--- config.mk ---
export PLATFORM = sky130hd
export DESIGN_NAME = hazard_forward_unit
export DESIGN_NICKNAME = d
export VERILOG_FILES = /design/src/rtl/hazard_forward_unit.sv
export SDC_FILE = /design/constraint.sdc
export NUM_CORES = 1
export LEC_CHECK = 0
export ABC_CLOCK_PERIOD_IN_PS = 2800
export BUFFER_PORTS_ARGS = -buffer_cell sky130_fd_sc_hd__buf_4
export CAP_MARGIN = 10
export CORE_MARGIN = 3
export CORE_UTILIZATION = 30
export DETAILED_ROUTE_END_ITERATION = 7
export SLEW_MARGIN = 0
export SYNTH_ARGS = -nofsm -noshare
export SYNTH_HDL_FRONTEND = slang
export SYNTH_SLANG_ARGS = --single-unit
--- constraint.sdc ---
create_clock -name clk -period 2.8 [get_ports clk]
set_input_delay 0.42 -clock clk [delete_from_list [all_inputs] [get_ports clk]]
set_output_delay 0.42 -clock clk [all_outputs]
set_load 0.005 [all_outputs]
--- src/rtl/hazard_forward_unit.sv ---
// hazard_forward_unit
//   Operand forwarding into EX plus load-use stall control for a 5-stage pipe.
//   Each EX read port gets data from MEM, WB, or a "late buffer" that captures
//   WB writes which landed while the consumer sat stalled in ID (and so would
//   otherwise be missed once MEM/WB move on).
//
// Ports
//   clk, rst_n            clock, synchronous active-low reset
//   flush                 redirect from EX; kills ID and any stall in progress
//   rf_we/wa/wd_mem|wb    MEM and WB register-file write ports
//   ex_is_load, ex_we,
//   ex_wa                 EX instruction load flag / write enable / dest reg
//   id_ra, ex_ra          packed read addresses, port p at [5p+4:5p]
//   id_re                 ID read-port used flags
//   rf_rd_fe, rf_rd_fd    per-port forward enable / packed forward data
//   stall_pc, stall_if_id hold PC and IF/ID
//   flush_id_ex           bubble into ID/EX
//   busy                  stall FSM is in STALL
//
// state   | meaning
// S_IDLE  | no stall in progress; load-use hazard checked here
// S_STALL | extra load-latency stall cycles, cnt counts down to 1

module hazard_forward_unit #(
    parameter int NRP      = 2,
    parameter int XLEN     = 32,
    parameter int LOAD_LAT = 1
) (
    input  logic                  clk,
    input  logic                  rst_n,
    input  logic                  flush,
    input  logic                  rf_we_mem,
    input  logic                  rf_we_wb,
    input  logic [4:0]            rf_wa_mem,
    input  logic [4:0]            rf_wa_wb,
    input  logic [XLEN-1:0]       rf_wd_mem,
    input  logic [XLEN-1:0]       rf_wd_wb,
    input  logic                  ex_is_load,
    input  logic                  ex_we,
    input  logic [4:0]            ex_wa,
    input  logic [5*NRP-1:0]      id_ra,
    input  logic [5*NRP-1:0]      ex_ra,
    input  logic [NRP-1:0]        id_re,
    output logic [NRP-1:0]        rf_rd_fe,
    output logic [XLEN*NRP-1:0]   rf_rd_fd,
    output logic                  stall_pc,
    output logic                  stall_if_id,
    output logic                  flush_id_ex,
    output logic                  busy
);

    typedef enum logic {S_IDLE, S_STALL} state_t;

    localparam logic [1:0] CNT_INIT = 2'(LOAD_LAT - 1);

    state_t          state_q, state_d;
    logic [1:0]      cnt_q, cnt_d;
    logic [NRP-1:0]  idv_q, idv_d;
    logic [XLEN-1:0] idd_q [NRP];
    logic [XLEN-1:0] idd_d [NRP];
    logic [NRP-1:0]  exv_q, exv_d;
    logic [XLEN-1:0] exd_q [NRP];
    logic [XLEN-1:0] exd_d [NRP];

    logic mem_ok, wb_ok, hazard, stall;

    // Control: hazard detection, stall outputs, FSM next state
    always_comb begin
        mem_ok = rf_we_mem && (rf_wa_mem != 5'd0);
        wb_ok  = rf_we_wb  && (rf_wa_wb  != 5'd0);

        hazard = 1'b0;
        if (state_q == S_IDLE && ex_is_load && ex_we && ex_wa != 5'd0) begin
            for (int p = 0; p < NRP; p++) begin
                if (id_re[p] && id_ra[5*p +: 5] == ex_wa)
                    hazard = 1'b1;
            end
        end

        // flush overrides any stall, including one detected this cycle
        stall       = !flush && (state_q == S_STALL || hazard);
        stall_pc    = stall;
        stall_if_id = stall;
        flush_id_ex = stall || flush;
        busy        = (state_q == S_STALL);

        state_d = state_q;
        cnt_d   = cnt_q;
        if (flush) begin
            state_d = S_IDLE;
            cnt_d   = 2'd0;
        end else if (state_q == S_IDLE) begin
            if (hazard && LOAD_LAT > 1) begin
                state_d = S_STALL;
                cnt_d   = CNT_INIT;
            end
        end else begin
            cnt_d = cnt_q - 2'd1;
            if (cnt_q == 2'd1)
                state_d = S_IDLE;
        end
    end

    // Late buffers and forwarding mux
    always_comb begin
        rf_rd_fe = '0;
        rf_rd_fd = '0;
        for (int p = 0; p < NRP; p++) begin
            idv_d[p] = 1'b0;
            idd_d[p] = '0;
            if (stall) begin
                idv_d[p] = idv_q[p];
                idd_d[p] = idd_q[p];
                if (wb_ok && id_re[p] && rf_wa_wb == id_ra[5*p +: 5]) begin
                    idv_d[p] = 1'b1;
                    idd_d[p] = rf_wd_wb;
                end
            end

            // ID buffer follows the instruction into EX when ID advances
            exv_d[p] = 1'b0;
            exd_d[p] = '0;
            if (!stall && !flush) begin
                exv_d[p] = idv_q[p];
                exd_d[p] = idd_q[p];
            end

            if (mem_ok && rf_wa_mem == ex_ra[5*p +: 5]) begin
                rf_rd_fe[p]                = 1'b1;
                rf_rd_fd[XLEN*p +: XLEN]   = rf_wd_mem;
            end else if (wb_ok && rf_wa_wb == ex_ra[5*p +: 5]) begin
                rf_rd_fe[p]                = 1'b1;
                rf_rd_fd[XLEN*p +: XLEN]   = rf_wd_wb;
            end else if (exv_q[p]) begin
                rf_rd_fe[p]                = 1'b1;
                rf_rd_fd[XLEN*p +: XLEN]   = exd_q[p];
            end
        end
    end

    always_ff @(posedge clk) begin
        if (!rst_n) begin
            state_q <= S_IDLE;
            cnt_q   <= 2'd0;
            idv_q   <= '0;
            exv_q   <= '0;
            for (int p = 0; p < NRP; p++) begin
                idd_q[p] <= '0;
                exd_q[p] <= '0;
            end
        end else begin
            state_q <= state_d;
            cnt_q   <= cnt_d;
            idv_q   <= idv_d;
            exv_q   <= exv_d;
            for (int p = 0; p < NRP; p++) begin
                idd_q[p] <= idd_d[p];
                exd_q[p] <= exd_d[p];
            end
        end
    end

endmodule

==> tab_implementation.tex, run 1 <==
\begin{tabular}{lr}
\hline
Metric & Value \\
\hline
\multicolumn{2}{l}{\textbf{Pwr}} \\
\quad Reported leakage power & approximately 3.4 nW \\
\quad Peak ir drop on the vdd network & approximately 0.37 mV \\
\quad Pwr Density & $\sim$530 mW/mm\^{}2 \\
\multicolumn{2}{l}{\textbf{Layout}} \\
\quad Antenna diode count & 0 \\
\quad Layout cells sized above 1 & between 20\% and 30\% \\
\quad Post-layout net count & 966 \\
\quad Final cell count without fillers & 1,140 \\
\quad Most frequent standard cell in the layout excluding fill and tap cells & sky130\_fd\_sc\_hd\_\_buf\_4 \\
\quad Utilization of the core after routing & roughly two fifths \\
\quad Count of fill cells added during filler insertion & a little over 2k \\
\quad Area delta synth->final & 34.5\% \\
\quad Highest-count cells in the layout ignoring fill and taps & sky130\_fd\_sc\_hd\_\_buf\_4, sky130\_fd\_sc\_hd\_\_dfxtp\_1, sky130\_fd\_sc\_hd\_\_a21oi\_1 \\
\multicolumn{2}{l}{\textbf{Timing}} \\
\quad Post-layout minimum cycle time & around 2.6 ns \\
\quad Final critical-path share of the clock period & $\sim$94\% \\
\quad Worst clock skew & between 0.004 and 0.005 ns \\
\quad Highest attainable clock frequency & roughly 0.38 GHz \\
\quad Tightest Pin Transition & $\sim$0.75 ns \\
\quad Hold violation count in the final report & 0 \\
\quad Count of final max-slew check failures & 0 \\
\quad RSZ-0062 raised after global routing & no \\
\quad Final setup violating endpoints & 0 \\
\quad Normalized max-slew margin & 49.9\% \\
\quad Final TNS setup & 0 ns \\
\multicolumn{2}{l}{\textbf{Floorplanning}} \\
\quad Floorplan die height & approximately 150 um \\
\quad Core area & approximately 0.021 mm\^{}2 \\
\quad \# rows & between 50 and 60 \\
\quad Number of top-level design ports & 178 \\
\quad Initial core utilization & a little over 30\% \\
\quad Chip Width & $\sim$150 um \\
\quad Die outline area & between 0.02 and 0.025 mm\^{}2 \\
\multicolumn{2}{l}{\textbf{GRT}} \\
\quad Wire length of the first global-routing pass & $\sim$29,000 um \\
\quad Vias in the first global route & between 5k and 6k \\
\quad Met2 track demand over resource & between 20\% and 30\% \\
\quad M1 GR Usage & between 15 and 20\% \\
\quad Most used routing layer & met2 \\
\quad Maximum number of pins on one net before global-route repair & 67 \\
\quad Global-route total usage across every layer & between 10\% and 20\% \\
\quad Routing usage on met3 & under 10\% \\
\quad Overflow left after global routing & 0 \\
\quad Number of antenna violations at the first check in global routing & 0 \\
\multicolumn{2}{l}{\textbf{Synthesis}} \\
\quad Cell type with the highest aggregate area in the netlist & sky130\_fd\_sc\_hd\_\_dfxtp\_1 \\
\quad Adder-Cell Fraction of Synth Area & 0.194\% \\
\quad Mapped cell area & 0.00644 mm\^{}2 \\
\quad Share of the synthesized area in the top cell type & 41.9\% \\
\quad Number of standard cells after synthesis & 713 \\
\quad Synth Area in Compound Gates & 11.9\% \\
\quad Synthesized flop and latch total & 135 \\
\quad Main combinational cell family by area after synthesis & simple AND/OR/NAND/NOR gates \\
\quad Multiplexer fraction of the synthesized cell area & 10.1\% \\
\quad Cell types with the largest area share after synthesis & sky130\_fd\_sc\_hd\_\_dfxtp\_1, sky130\_fd\_sc\_hd\_\_mux2i\_1, sky130\_fd\_sc\_hd\_\_nand3b\_1 \\
\quad Share of synthesized area occupied by flip-flops and latches & 41.9\% \\
\quad Yosys warning count & 0 \\
\quad Syn Area/Cell & between 9 and 10 um\^{}2 \\
\quad Simple-gate share of the synthesized area & around 25\% \\
\quad Number of distinct library cells after synthesis & 35 \\
\quad Post-synthesis xor/xnor area fraction & 5.57\% \\
\quad Syn nets & approximately 820 \\
\multicolumn{2}{l}{\textbf{Setup path}} \\
\quad Class of the most critical setup path & in -> out \\
\quad Worst Path Arrival & between 2 and 2.5 ns \\
\quad Critical Path End Type & output port \\
\quad Data required, critical path & 2.38 ns \\
\quad Largest driver fanout on the critical path & between 60 and 70 \\
\quad Category of the worst setup path launch point & input port \\
\multicolumn{2}{l}{\textbf{Status}} \\
\quad Status & finished, final reports clean \\
\multicolumn{2}{l}{\textbf{Clocking}} \\
\quad Number of buffers between clock root and the deepest sink & 2 \\
\quad \# resized after CTS & 0 \\
\quad Clock tree from TritonCTS & built \\
\quad Number of CTS-inserted buffers & 17 \\
\quad Number of buffers inserted by hold repair at cts & 0 \\
\quad Number of H-tree branching levels & 4 \\
\quad Clk slew on worst S/H paths & 0.06 ns \\
\quad Clock insertion delay at the later pin of the skew report & $\sim$0.41 ns \\
\quad Number of buffers inserted by post-CTS setup repair & 0 \\
\quad Clock Sinks & 135 \\
\quad CTS Root Cell & sky130\_fd\_sc\_hd\_\_clkbuf\_16 \\
\multicolumn{2}{l}{\textbf{Routing}} \\
\quad Average wire per standard cell & $\sim$16 um \\
\quad First-iteration detailed-routing DRC count & 253 \\
\quad Post-DRT Antenna Nets & 0 \\
\quad Overall via count from detail\_route & around 5.5k \\
\quad Final WL & 18,500 um \\
\quad DRC Markers & 0 \\
\quad Drt via density & around 5 \\
\quad Drt pass-1 iters & 4 \\
\multicolumn{2}{l}{\textbf{Placed design}} \\
\quad Number of placed instances, taps included & around 1.1k \\
\quad PortBufs & 177 \\
\quad HPWL reported at the end of detailed placement & 11,900 um \\
\quad Global placement routability congestion & 0.818 \\
\multicolumn{2}{l}{\textbf{Min path}} \\
\quad Class of the worst hold path & in -> reg \\
\multicolumn{2}{l}{\textbf{Flow run}} \\
\quad Max Cap Violations & 0 \\
\hline
\end{tabular}
-- Yosys cell counts --
| cell type | n |
|---|---|
| sky130_fd_sc_hd__mux2i_1 | 65 |
| sky130_fd_sc_hd__buf_2 | 8 |
| sky130_fd_sc_hd__a32oi_1 | 1 |
| sky130_fd_sc_hd__o21ai_1 | 1 |
| sky130_fd_sc_hd__a21oi_1 | 91 |
| sky130_fd_sc_hd__inv_1 | 2 |
| sky130_fd_sc_hd__nor3b_1 | 1 |
| sky130_fd_sc_hd__o22ai_1 | 1 |
| sky130_fd_sc_hd__or4_4 | 1 |
| sky130_fd_sc_hd__nand2b_1 | 2 |
| sky130_fd_sc_hd__nor3_2 | 3 |
| sky130_fd_sc_hd__a41oi_1 | 1 |
| sky130_fd_sc_hd__xnor2_1 | 35 |
| sky130_fd_sc_hd__nand4_1 | 6 |
| sky130_fd_sc_hd__nor2_1 | 72 |
| sky130_fd_sc_hd__or3_1 | 2 |
| sky130_fd_sc_hd__dfxtp_1 | 135 |
| sky130_fd_sc_hd__nor4_1 | 1 |
| sky130_fd_sc_hd__buf_6 | 7 |
| sky130_fd_sc_hd__nand3_1 | 2 |
| sky130_fd_sc_hd__clkbuf_1 | 43 |
| sky130_fd_sc_hd__a31oi_1 | 5 |
| sky130_fd_sc_hd__xor2_1 | 6 |
| sky130_fd_sc_hd__buf_1 | 4 |
| sky130_fd_sc_hd__a2bb2oi_1 | 27 |
| sky130_fd_sc_hd__or4_1 | 1 |
| sky130_fd_sc_hd__o21ai_4 | 1 |
| sky130_fd_sc_hd__nor3_1 | 2 |
| sky130_fd_sc_hd__nor4_2 | 1 |
| sky130_fd_sc_hd__nand2_1 | 10 |
| sky130_fd_sc_hd__nand3b_1 | 64 |
| sky130_fd_sc_hd__and3_1 | 67 |
| sky130_fd_sc_hd__ha_1 | 1 |
| sky130_fd_sc_hd__buf_4 | 6 |
| sky130_fd_sc_hd__nor2b_1 | 38 |
-- area by class of cell --
class | count | area, um^2 | share of cell area (%)
clock buffers | 22 | 484 | 5.59
clock inverters | 10 | 120 | 1.39
inverters | 2 | 7.51 | 0.0866
multi-input cells | 508 | 3480 | 40.1
flip-flops and latches | 135 | 2700 | 31.2
well taps | 270 | 338 | 3.90
repair buffers | 193 | 1540 | 17.7
-- path summary, 6_finish.rpt --
check	start	endpoint	slack, ns	cells past startpoint
setup reg to reg	busy	idd_q[0][27]	1.24	3
setup / recovery	rf_wa_mem[1]	rf_rd_fe[0]	0.17	7
hold reg to reg	idv_q[1]	idv_q[1]	0.46	2
hold / removal	rf_wd_wb[22]	idd_q[0][54]	0.28	3
-- registers in the layout, indices dropped and copies added, names as in the netlist --
register  flops
exd_q        64
idd_q        64
cnt_q         2
exv_q         2
idv_q         2
busy          1
-- power breakdown --
group | internal, W | total, W | switching (W)
Combinational | 0.000223 | 0.000411 | 0.000187
Sequential | 0.00192 | 0.00192 | 0.0000000108
Clock | 0.00141 | 0.00223 | 0.000825
-- critical path: stages --
cell,delay [ns]
sky130_fd_sc_hd__buf_4,0.12
sky130_fd_sc_hd__or4_1,0.51
sky130_fd_sc_hd__o21ai_1,0.31
sky130_fd_sc_hd__nor4_2,0.12
sky130_fd_sc_hd__buf_12,0.21
sky130_fd_sc_hd__or3_1,0.36
sky130_fd_sc_hd__buf_4,0.14
-- metal layers --
metal	wire length, um	vias to the layer above
met4	230	0
met3	779	16
met5	0	-
li1	-	2783
met1	8470	2624
met2	9040	123
-- cell families after synthesis --
logic type	count (synthesis)
xor+xnor	41
fa+ha+maj	1
mux	65
buf+inv	70
compound gates	128
simple gates	273
flops	135
-- per-stage QoR --
step | hold slack [ns] | worst slack (ns) | total power (W) | instance area, um^2
floorplan | 0.432 | 0.473 | 0.00213 | 6440
global placement | 0.441 | 0.150 | 0.00237 | 8060
detailed placement | 0.451 | 0.167 | 0.00237 | 8060
CTS | 0.258 | 0.155 | 0.00462 | 8670
global route | 0.263 | 0.0732 | 0.00474 | 8670
finish | 0.281 | 0.170 | 0.00456 | 8670
No activity file was read; power rests on OpenSTA's default activity.
==> run 2: changes to the inputs <==
--- a/config.mk
+++ b/config.mk
@@ -8,6 +8,7 @@
 export ABC_CLOCK_PERIOD_IN_PS = 2800
 export BUFFER_PORTS_ARGS = -buffer_cell sky130_fd_sc_hd__buf_4
 export CAP_MARGIN = 10
+export CORE_ASPECT_RATIO = 1.5
 export CORE_MARGIN = 3
 export CORE_UTILIZATION = 30
 export DETAILED_ROUTE_END_ITERATION = 7
==> run 2 against run 1 <==
Against the previous run: flip-flop and latch count stayed put; sequential power hardly changed; die area is 0.16% higher; critical path depth stayed put; largest cell class unchanged; global-route usage is 0.14 points higher; design area is 0.12% lower; register-to-register slack hardly changed; via count is 1.3% higher; fmax hardly changed; power is 1.1% lower.
==> tab_implementation.tex, run 2 (same netlist as run 1, synthesis figures left out) <==
\begin{tabular}{lr}
\hline
Metric & Value \\
\hline
\multicolumn{2}{l}{\textbf{Status}} \\
\quad Status & finished, final reports clean \\
\multicolumn{2}{l}{\textbf{Clocking}} \\
\quad Clk slew on worst S/H paths & 0.05 ns (about the same) \\
\quad Clock insertion delay at the later pin of the skew report & 0.40 ns (about the same) \\
\quad Number of CTS-inserted buffers & 17 (unchanged) \\
\quad \# resized after CTS & 0 (unchanged) \\
\quad Number of buffers inserted by hold repair at cts & 0 (unchanged) \\
\quad Number of H-tree branching levels & 4 (unchanged) \\
\quad Clock tree from TritonCTS & built \\
\quad Clock Sinks & 135 (unchanged) \\
\quad Number of buffers between clock root and the deepest sink & 2 (unchanged) \\
\quad CTS Root Cell & sky130\_fd\_sc\_hd\_\_clkbuf\_16 \\
\quad Number of buffers inserted by post-CTS setup repair & 0 (unchanged) \\
\multicolumn{2}{l}{\textbf{Routing}} \\
\quad Average wire per standard cell & 16.5 um (+1.4\%) \\
\quad Final WL & 18,800 um (+1.3\%) \\
\quad Post-DRT Antenna Nets & 0 (unchanged) \\
\quad Overall via count from detail\_route & 5,619 (+1.3\%) \\
\quad Drt pass-1 iters & 4 (unchanged) \\
\quad Drt via density & 4.94 (+1.5\%) \\
\quad First-iteration detailed-routing DRC count & 288 (+14\%) \\
\quad DRC Markers & 0 (unchanged) \\
\multicolumn{2}{l}{\textbf{Floorplanning}} \\
\quad Floorplan die height & 185 um (+22\%) \\
\quad Die outline area & 0.0233 mm\^{}2 (+0.16\%) \\
\quad Initial core utilization & 30.6\% (-0.55 points) \\
\quad Core area & 0.0211 mm\^{}2 (+1.8\%) \\
\quad \# rows & 65 (+25\%) \\
\quad Number of top-level design ports & 178 (unchanged) \\
\quad Chip Width & 126 um (-18\%) \\
\multicolumn{2}{l}{\textbf{Layout}} \\
\quad Post-layout net count & 969 (+0.31\%) \\
\quad Layout cells sized above 1 & 27.0\% (unchanged) \\
\quad Area delta synth->final & 34.3\% \\
\quad Antenna diode count & 0 (unchanged) \\
\quad Most frequent standard cell in the layout excluding fill and tap cells & sky130\_fd\_sc\_hd\_\_buf\_4 \\
\quad Highest-count cells in the layout ignoring fill and taps & sky130\_fd\_sc\_hd\_\_buf\_4, sky130\_fd\_sc\_hd\_\_dfxtp\_1, sky130\_fd\_sc\_hd\_\_a21oi\_1 \\
\quad Regs by FF count & exd\_q: 64 flops, idd\_q: 64 flops \\
\quad Utilization of the core after routing & 41.1\% (-0.79 points) \\
\multicolumn{2}{l}{\textbf{GRT}} \\
\quad Overflow left after global routing & 0 (unchanged) \\
\quad Number of antenna violations at the first check in global routing & 0 (unchanged) \\
\quad Global-route total usage across every layer & 15.7\% (+0.14 points) \\
\quad Wire length of the first global-routing pass & 29,700 um (+0.68\%) \\
\quad Maximum number of pins on one net before global-route repair & 67 (unchanged) \\
\quad Vias in the first global route & 5,765 (+5.0\%) \\
\multicolumn{2}{l}{\textbf{Setup path}} \\
\quad Crit path largest cell delay & 0.54 ns (+0.03 ns) \\
\quad Slowest cell on the critical path & sky130\_fd\_sc\_hd\_\_or4\_4 \\
\quad Class of the most critical setup path & in -> out \\
\quad Data required, critical path & 2.38 ns (about the same) \\
\quad CP dominant cell by count & sky130\_fd\_sc\_hd\_\_buf\_4 \\
\quad Category of the worst setup path launch point & input port \\
\quad Worst Path Arrival & 2.21 ns (about the same) \\
\quad Largest driver fanout on the critical path & 40 (-38\%) \\
\quad Sequence of cells on the critical path & buf\_4 -> or4\_4 -> o21ai\_4 -> nor3\_2 -> buf\_12 -> or3\_1 -> buf\_4 \\
\quad Critical Path End Type & output port \\
\multicolumn{2}{l}{\textbf{Pwr}} \\
\quad Peak ir drop on the vdd network & 0.368 mV (+0.73\%) \\
\quad Reported leakage power & 3.42 nW (+0.17\%) \\
\quad Final total power & 0.00451 W (-1.1\%) \\
\quad Pwr Density & 521 mW/mm\^{}2 (-1.0\%) \\
\multicolumn{2}{l}{\textbf{Placed design}} \\
\quad Global placement routability congestion & 0.737 (-9.9\%) \\
\quad PortBufs & 177 (unchanged) \\
\quad HPWL reported at the end of detailed placement & 12,400 um (+5.0\%) \\
\multicolumn{2}{l}{\textbf{Timing}} \\
\quad Normalized max-slew margin & 46.2\% (-3.7 points) \\
\quad Final critical-path share of the clock period & 93.9\% (about the same) \\
\quad Highest attainable clock frequency & 0.380 GHz (about the same) \\
\quad Worst Hold Slack & 0.284 ns (+0.00277 ns) \\
\quad Final setup violating endpoints & 0 (unchanged) \\
\quad RSZ-0062 raised after global routing & no \\
\quad Worst clock skew & 0.00792 ns (+0.00297 ns) \\
\quad Final TNS setup & 0 ns (unchanged) \\
\quad Hold violation count in the final report & 0 (unchanged) \\
\quad Count of final max-slew check failures & 0 (unchanged) \\
\quad Post-layout minimum cycle time & 2.63 ns (-0.00184 ns) \\
\quad Tightest Pin Transition & 0.807 ns (+0.0546 ns) \\
\multicolumn{2}{l}{\textbf{Flow run}} \\
\quad Max Cap Violations & 0 (unchanged) \\
\multicolumn{2}{l}{\textbf{Min path}} \\
\quad Class of the worst hold path & in -> reg \\
\hline
\end{tabular}
-- run 2: changes by cell type in the layout (fill, tap and decap cells not counted), sizes merged --
cell,before,now
clkinvlp,2,1
buf,193,196
clkbuf,22,19
bufinv,2,3
-- run 2: final timing paths --
kind                 from  slack, ns           end  depth (start not counted)
max reg2reg          busy       1.23   idd_q[0][0]                          3
min reg2reg      idv_q[0]       0.46      idv_q[0]                          2
min          rf_wd_wb[26]       0.28  idd_q[0][26]                          3
max           rf_wa_wb[3]       0.17   rf_rd_fe[0]                          7
-- run 2: routing by layer --
layer	GRT usage, %	wire, um	share of wire [%]	vias up
met5	0	0	0	-
met3	3.90	1010	5.4	21
met4	5.25	344	1.8	0
met1	17.4	7580	40	2665
met2	29.3	9820	52	149
li1	-	-	-	2784
-- run 2: area by class of cell --
cell class	count	area, um^2
Fill cell	2099	12400
Multi-Input combinational cell	508	3480
Sequential cell	135	2700
Timing Repair Buffer	196	1560
Clock buffer	19	443
Tap cell	268	335
Clock inverter	10	131
Inverter	2	7.51
-- run 2: critical path: cells and delay by family --
kind / cells / cell delay [ns]
AO/OA/AOI/OAI: 1 / 0.20
buffers and inverters: 3 / 0.51
AND/OR/NAND/NOR: 3 / 1.07
-- run 2: power by group --
part	leakage, nW	total [W]	switching, W	internal, W
clock network	0.284	0.00218	0.000779	0.00140
registers	1.09	0.00192	0.0000000107	0.00192
logic	2.05	0.000411	0.000187	0.000225
total	3.42	0.00451	0.000965	0.00355
-- run 2: per-stage QoR --
stage	instances	area, um^2	setup WS [ns]
after global routing	1138	8660	0.110
after detailed placement	1108	8070	0.0688
after CTS	1137	8650	0.0724
after global placement	1108	8070	0.0878
after floorplan	713	6440	0.473
final	1138	8660	0.172
==> run 3: changes to the inputs <==
--- a/config.mk
+++ b/config.mk
@@ -5,7 +5,7 @@
 export SDC_FILE = /design/constraint.sdc
 export NUM_CORES = 1
 export LEC_CHECK = 0
-export ABC_CLOCK_PERIOD_IN_PS = 2800
+export ABC_CLOCK_PERIOD_IN_PS = 3400
 export BUFFER_PORTS_ARGS = -buffer_cell sky130_fd_sc_hd__buf_4
 export CAP_MARGIN = 10
 export CORE_ASPECT_RATIO = 1.5
==> constraint.sdc (replaced) <==
create_clock -name clk -period 3.4 [get_ports clk]
set_input_delay 0.51 -clock clk [delete_from_list [all_inputs] [get_ports clk]]
set_output_delay 0.51 -clock clk [all_outputs]
set_load 0.005 [all_outputs]
==> run 3 against run 2 <==
Against the previous run: hold slack better by 0.084 ns; non-clock buffer count down 5; design area up 0.35%; highest routed layer unchanged.
==> tab_implementation.tex, run 3 (same netlist as run 1, synthesis figures left out) <==
\begin{tabular}{lr}
\hline
Metric & Value \\
\hline
\multicolumn{2}{l}{\textbf{Status}} \\
\quad Status & finished, final reports clean \\
\multicolumn{2}{l}{\textbf{Pwr}} \\
\quad Reported leakage power & 3.43 nW (+0.32\%) \\
\quad Peak ir drop on the vdd network & 0.307 mV (-17\%) \\
\quad Pwr Density & 474 mW/mm\^{}2 (-9.0\%) \\
\multicolumn{2}{l}{\textbf{Layout}} \\
\quad Layout cells sized above 1 & 26.7\% (-0.34 points) \\
\quad Count of fill cells added during filler insertion & 2,133 (+1.6\%) \\
\quad Highest-count cells in the layout ignoring fill and taps & sky130\_fd\_sc\_hd\_\_buf\_4, sky130\_fd\_sc\_hd\_\_dfxtp\_1, sky130\_fd\_sc\_hd\_\_a21oi\_1 \\
\quad Sequential cell area & 0.00270 mm\^{}2 (unchanged) \\
\quad Multi-input gate area in the final layout & 0.00348 mm\^{}2 (unchanged) \\
\quad Utilization of the core after routing & 41.2\% (+0.14 points) \\
\quad Post-layout net count & 964 (-0.52\%) \\
\quad Antenna diode count & 0 (unchanged) \\
\quad Area delta synth->final & 34.8\% \\
\quad Regs by FF count & exd\_q: 64 flops, idd\_q: 64 flops \\
\quad Most frequent standard cell in the layout excluding fill and tap cells & sky130\_fd\_sc\_hd\_\_buf\_4 \\
\multicolumn{2}{l}{\textbf{Routing}} \\
\quad Average wire per standard cell & 16.4 um (-0.19\%) \\
\quad Post-DRT Antenna Nets & 0 (unchanged) \\
\quad Drt via density & 4.95 (+0.30\%) \\
\quad First-iteration detailed-routing DRC count & 223 (-23\%) \\
\quad DRC Markers & 0 (unchanged) \\
\quad Overall via count from detail\_route & 5,616 (-0.053\%) \\
\quad Drt pass-1 iters & 4 (unchanged) \\
\quad Final WL & 18,700 um (-0.54\%) \\
\multicolumn{2}{l}{\textbf{Setup path}} \\
\quad Slowest cell on the critical path & sky130\_fd\_sc\_hd\_\_nor4\_4 \\
\quad Number of buffer and inverter instances along the worst setup path & 3 (unchanged) \\
\quad Worst Path Arrival & 2.45 ns (+0.24 ns) \\
\quad Data required, critical path & 2.89 ns (+0.51 ns) \\
\quad Crit path largest cell delay & 0.66 ns (+0.12 ns) \\
\quad Sequence of cells on the critical path & buf\_4 -> xnor2\_1 -> nand3\_1 -> nor4\_4 -> buf\_4 -> a21oi\_1 -> a2bb2oi\_1 -> buf\_4 \\
\quad Critical Path End Type & output port \\
\quad Class of the most critical setup path & in -> out \\
\quad R2R Setup Slk & 1.83 ns (+0.60 ns) \\
\quad CP dominant cell by count & sky130\_fd\_sc\_hd\_\_buf\_4 \\
\quad Largest driver fanout on the critical path & 23 (-43\%) \\
\quad Largest delay share family, worst path & simple AND/OR/NAND/NOR gates \\
\quad Category of the worst setup path launch point & input port \\
\quad Reg-to-reg critical path startpoint & busy \\
\quad Depth of the most critical reg-to-reg path & 3 (unchanged) \\
\quad Worst flop-to-flop path endpoint & idd\_q[0][21] \\
\multicolumn{2}{l}{\textbf{Timing}} \\
\quad Post-layout minimum cycle time & roughly 3.0 ns \\
\quad RSZ-0062 raised after global routing & no \\
\quad Normalized max-slew margin & 25.7\% (-20 points) \\
\quad Final TNS setup & 0 ns (unchanged) \\
\quad Count of final max-slew check failures & 0 (unchanged) \\
\quad Tightest Pin Transition & 1.11 ns (+0.306 ns) \\
\quad Highest attainable clock frequency & between 0.3 and 0.4 GHz \\
\quad Worst clock skew & 0.00687 ns (-0.00105 ns) \\
\quad Final setup violating endpoints & 0 (unchanged) \\
\quad Hold violation count in the final report & 0 (unchanged) \\
\quad Final critical-path share of the clock period & between 80 and 90\% \\
\multicolumn{2}{l}{\textbf{GRT}} \\
\quad Global-route total usage across every layer & 15.8\% (+0.057 points) \\
\quad Wire length of the first global-routing pass & 29,700 um (+0.23\%) \\
\quad Overflow left after global routing & 0 (unchanged) \\
\quad Number of antenna violations at the first check in global routing & 0 (unchanged) \\
\quad Maximum number of pins on one net before global-route repair & 67 (unchanged) \\
\quad Vias in the first global route & 5,829 (+1.1\%) \\
\multicolumn{2}{l}{\textbf{Min path}} \\
\quad Number of cells on the worst hold path & 3 (unchanged) \\
\quad Sink of the worst hold path & idd\_q[0][27] \\
\quad Class of the worst hold path & in -> reg \\
\quad Worst Hold Launch & rf\_wd\_wb[27] \\
\multicolumn{2}{l}{\textbf{Floorplanning}} \\
\quad \# rows & 65 (unchanged) \\
\quad Chip Width & 126 um (unchanged) \\
\quad Core area & 0.0211 mm\^{}2 (unchanged) \\
\quad Initial core utilization & 30.6\% (unchanged) \\
\quad Floorplan die height & 185 um (unchanged) \\
\quad Number of top-level design ports & 178 (unchanged) \\
\quad Die outline area & 0.0233 mm\^{}2 (unchanged) \\
\multicolumn{2}{l}{\textbf{Clocking}} \\
\quad Clock tree from TritonCTS & built \\
\quad Number of buffers between clock root and the deepest sink & 2 (unchanged) \\
\quad Number of buffers inserted by hold repair at cts & 0 (unchanged) \\
\quad CTS Root Cell & sky130\_fd\_sc\_hd\_\_clkbuf\_16 \\
\quad Clk slew on worst S/H paths & 0.06 ns (about the same) \\
\quad Number of buffers inserted by post-CTS setup repair & 0 (unchanged) \\
\quad \# resized after CTS & 0 (unchanged) \\
\quad Clock Sinks & 135 (unchanged) \\
\quad Clock insertion delay at the later pin of the skew report & 0.40 ns (about the same) \\
\quad Number of CTS-inserted buffers & 17 (unchanged) \\
\quad Number of H-tree branching levels & 4 (unchanged) \\
\multicolumn{2}{l}{\textbf{Placed design}} \\
\quad PortBufs & 177 (unchanged) \\
\quad Global placement routability congestion & 0.749 (+1.5\%) \\
\quad HPWL reported at the end of detailed placement & 11,900 um (-4.5\%) \\
\multicolumn{2}{l}{\textbf{Flow run}} \\
\quad Max Cap Violations & 0 (unchanged) \\
\hline
\end{tabular}
[run 3: cell types whose count changed in the layout (fill, tap and decap cells not counted), sizes merged]
cell	before	now
clkbuf	19	18
clkinvlp	1	0
clkinv	6	4
buf	196	191
bufinv	3	8
[run 3: metrics by stage]
| stage | cell area, um^2 | hold WS, ns | worst slack [ns] | total power, W | std cells |
|---|---|---|---|---|---|
| CTS | 8690 | 0.351 | 0.422 | 0.00417 | 1134 |
| global route | 8690 | 0.367 | 0.276 | 0.00426 | 1134 |
| global placement | 7980 | 0.441 | 0.460 | 0.00195 | 1104 |
| detailed placement | 7980 | 0.450 | 0.427 | 0.00195 | 1104 |
| floorplan | 6440 | 0.432 | 0.893 | 0.00175 | 713 |
| finish | 8690 | 0.368 | 0.443 | 0.00412 | 1134 |
[run 3: cell type report]
| class | instances | share of cell area, % |
|---|---|---|
| clock buffer | 18 | 4.94 |
| inverter | 2 | 0.0864 |
| sequential | 135 | 31.1 |
| tap | 268 | 3.86 |
| timing repair buffer | 191 | 16.8 |
| clock inverter | 12 | 3.17 |
| multi-input combinational | 508 | 40.0 |
[run 3: worst max path at each step]
stage / startpoint / end / slack, ns / depth (start not counted)
floorplan: rf_wa_wb[4] / rf_rd_fd[44] / 0.89 / 8
global placement: rf_wa_mem[0] / rf_rd_fd[56] / 0.46 / 8
detailed placement: rf_wa_mem[3] / rf_rd_fd[56] / 0.43 / 8
CTS: rf_wa_mem[3] / rf_rd_fd[56] / 0.42 / 8
global route: rf_wa_mem[0] / rf_rd_fd[50] / 0.28 / 8
finish: rf_wa_mem[0] / rf_rd_fd[56] / 0.44 / 8
[run 3: power breakdown]
part / switching [W] / internal, W
registers: 0.00000000982 / 0.00158
clock network: 0.000682 / 0.00152
logic: 0.000154 / 0.000181
[run 3: worst register-to-register path, stage by stage (launching register included)]
cell and delay (ns):
sky130_fd_sc_hd__dfxtp_1 0.41, sky130_fd_sc_hd__a32oi_4 0.22, sky130_fd_sc_hd__buf_4 0.61, sky130_fd_sc_hd__nor2_1 0.18
[run 3: metal layers]
layer	vias to the layer above	track usage (%)	share of wire (%)
li1	2777	-	-
met1	2655	17.9	41
met2	159	29.3	52
met3	25	3.27	4.7
met4	0	5.34	2.1
met5	-	0	0
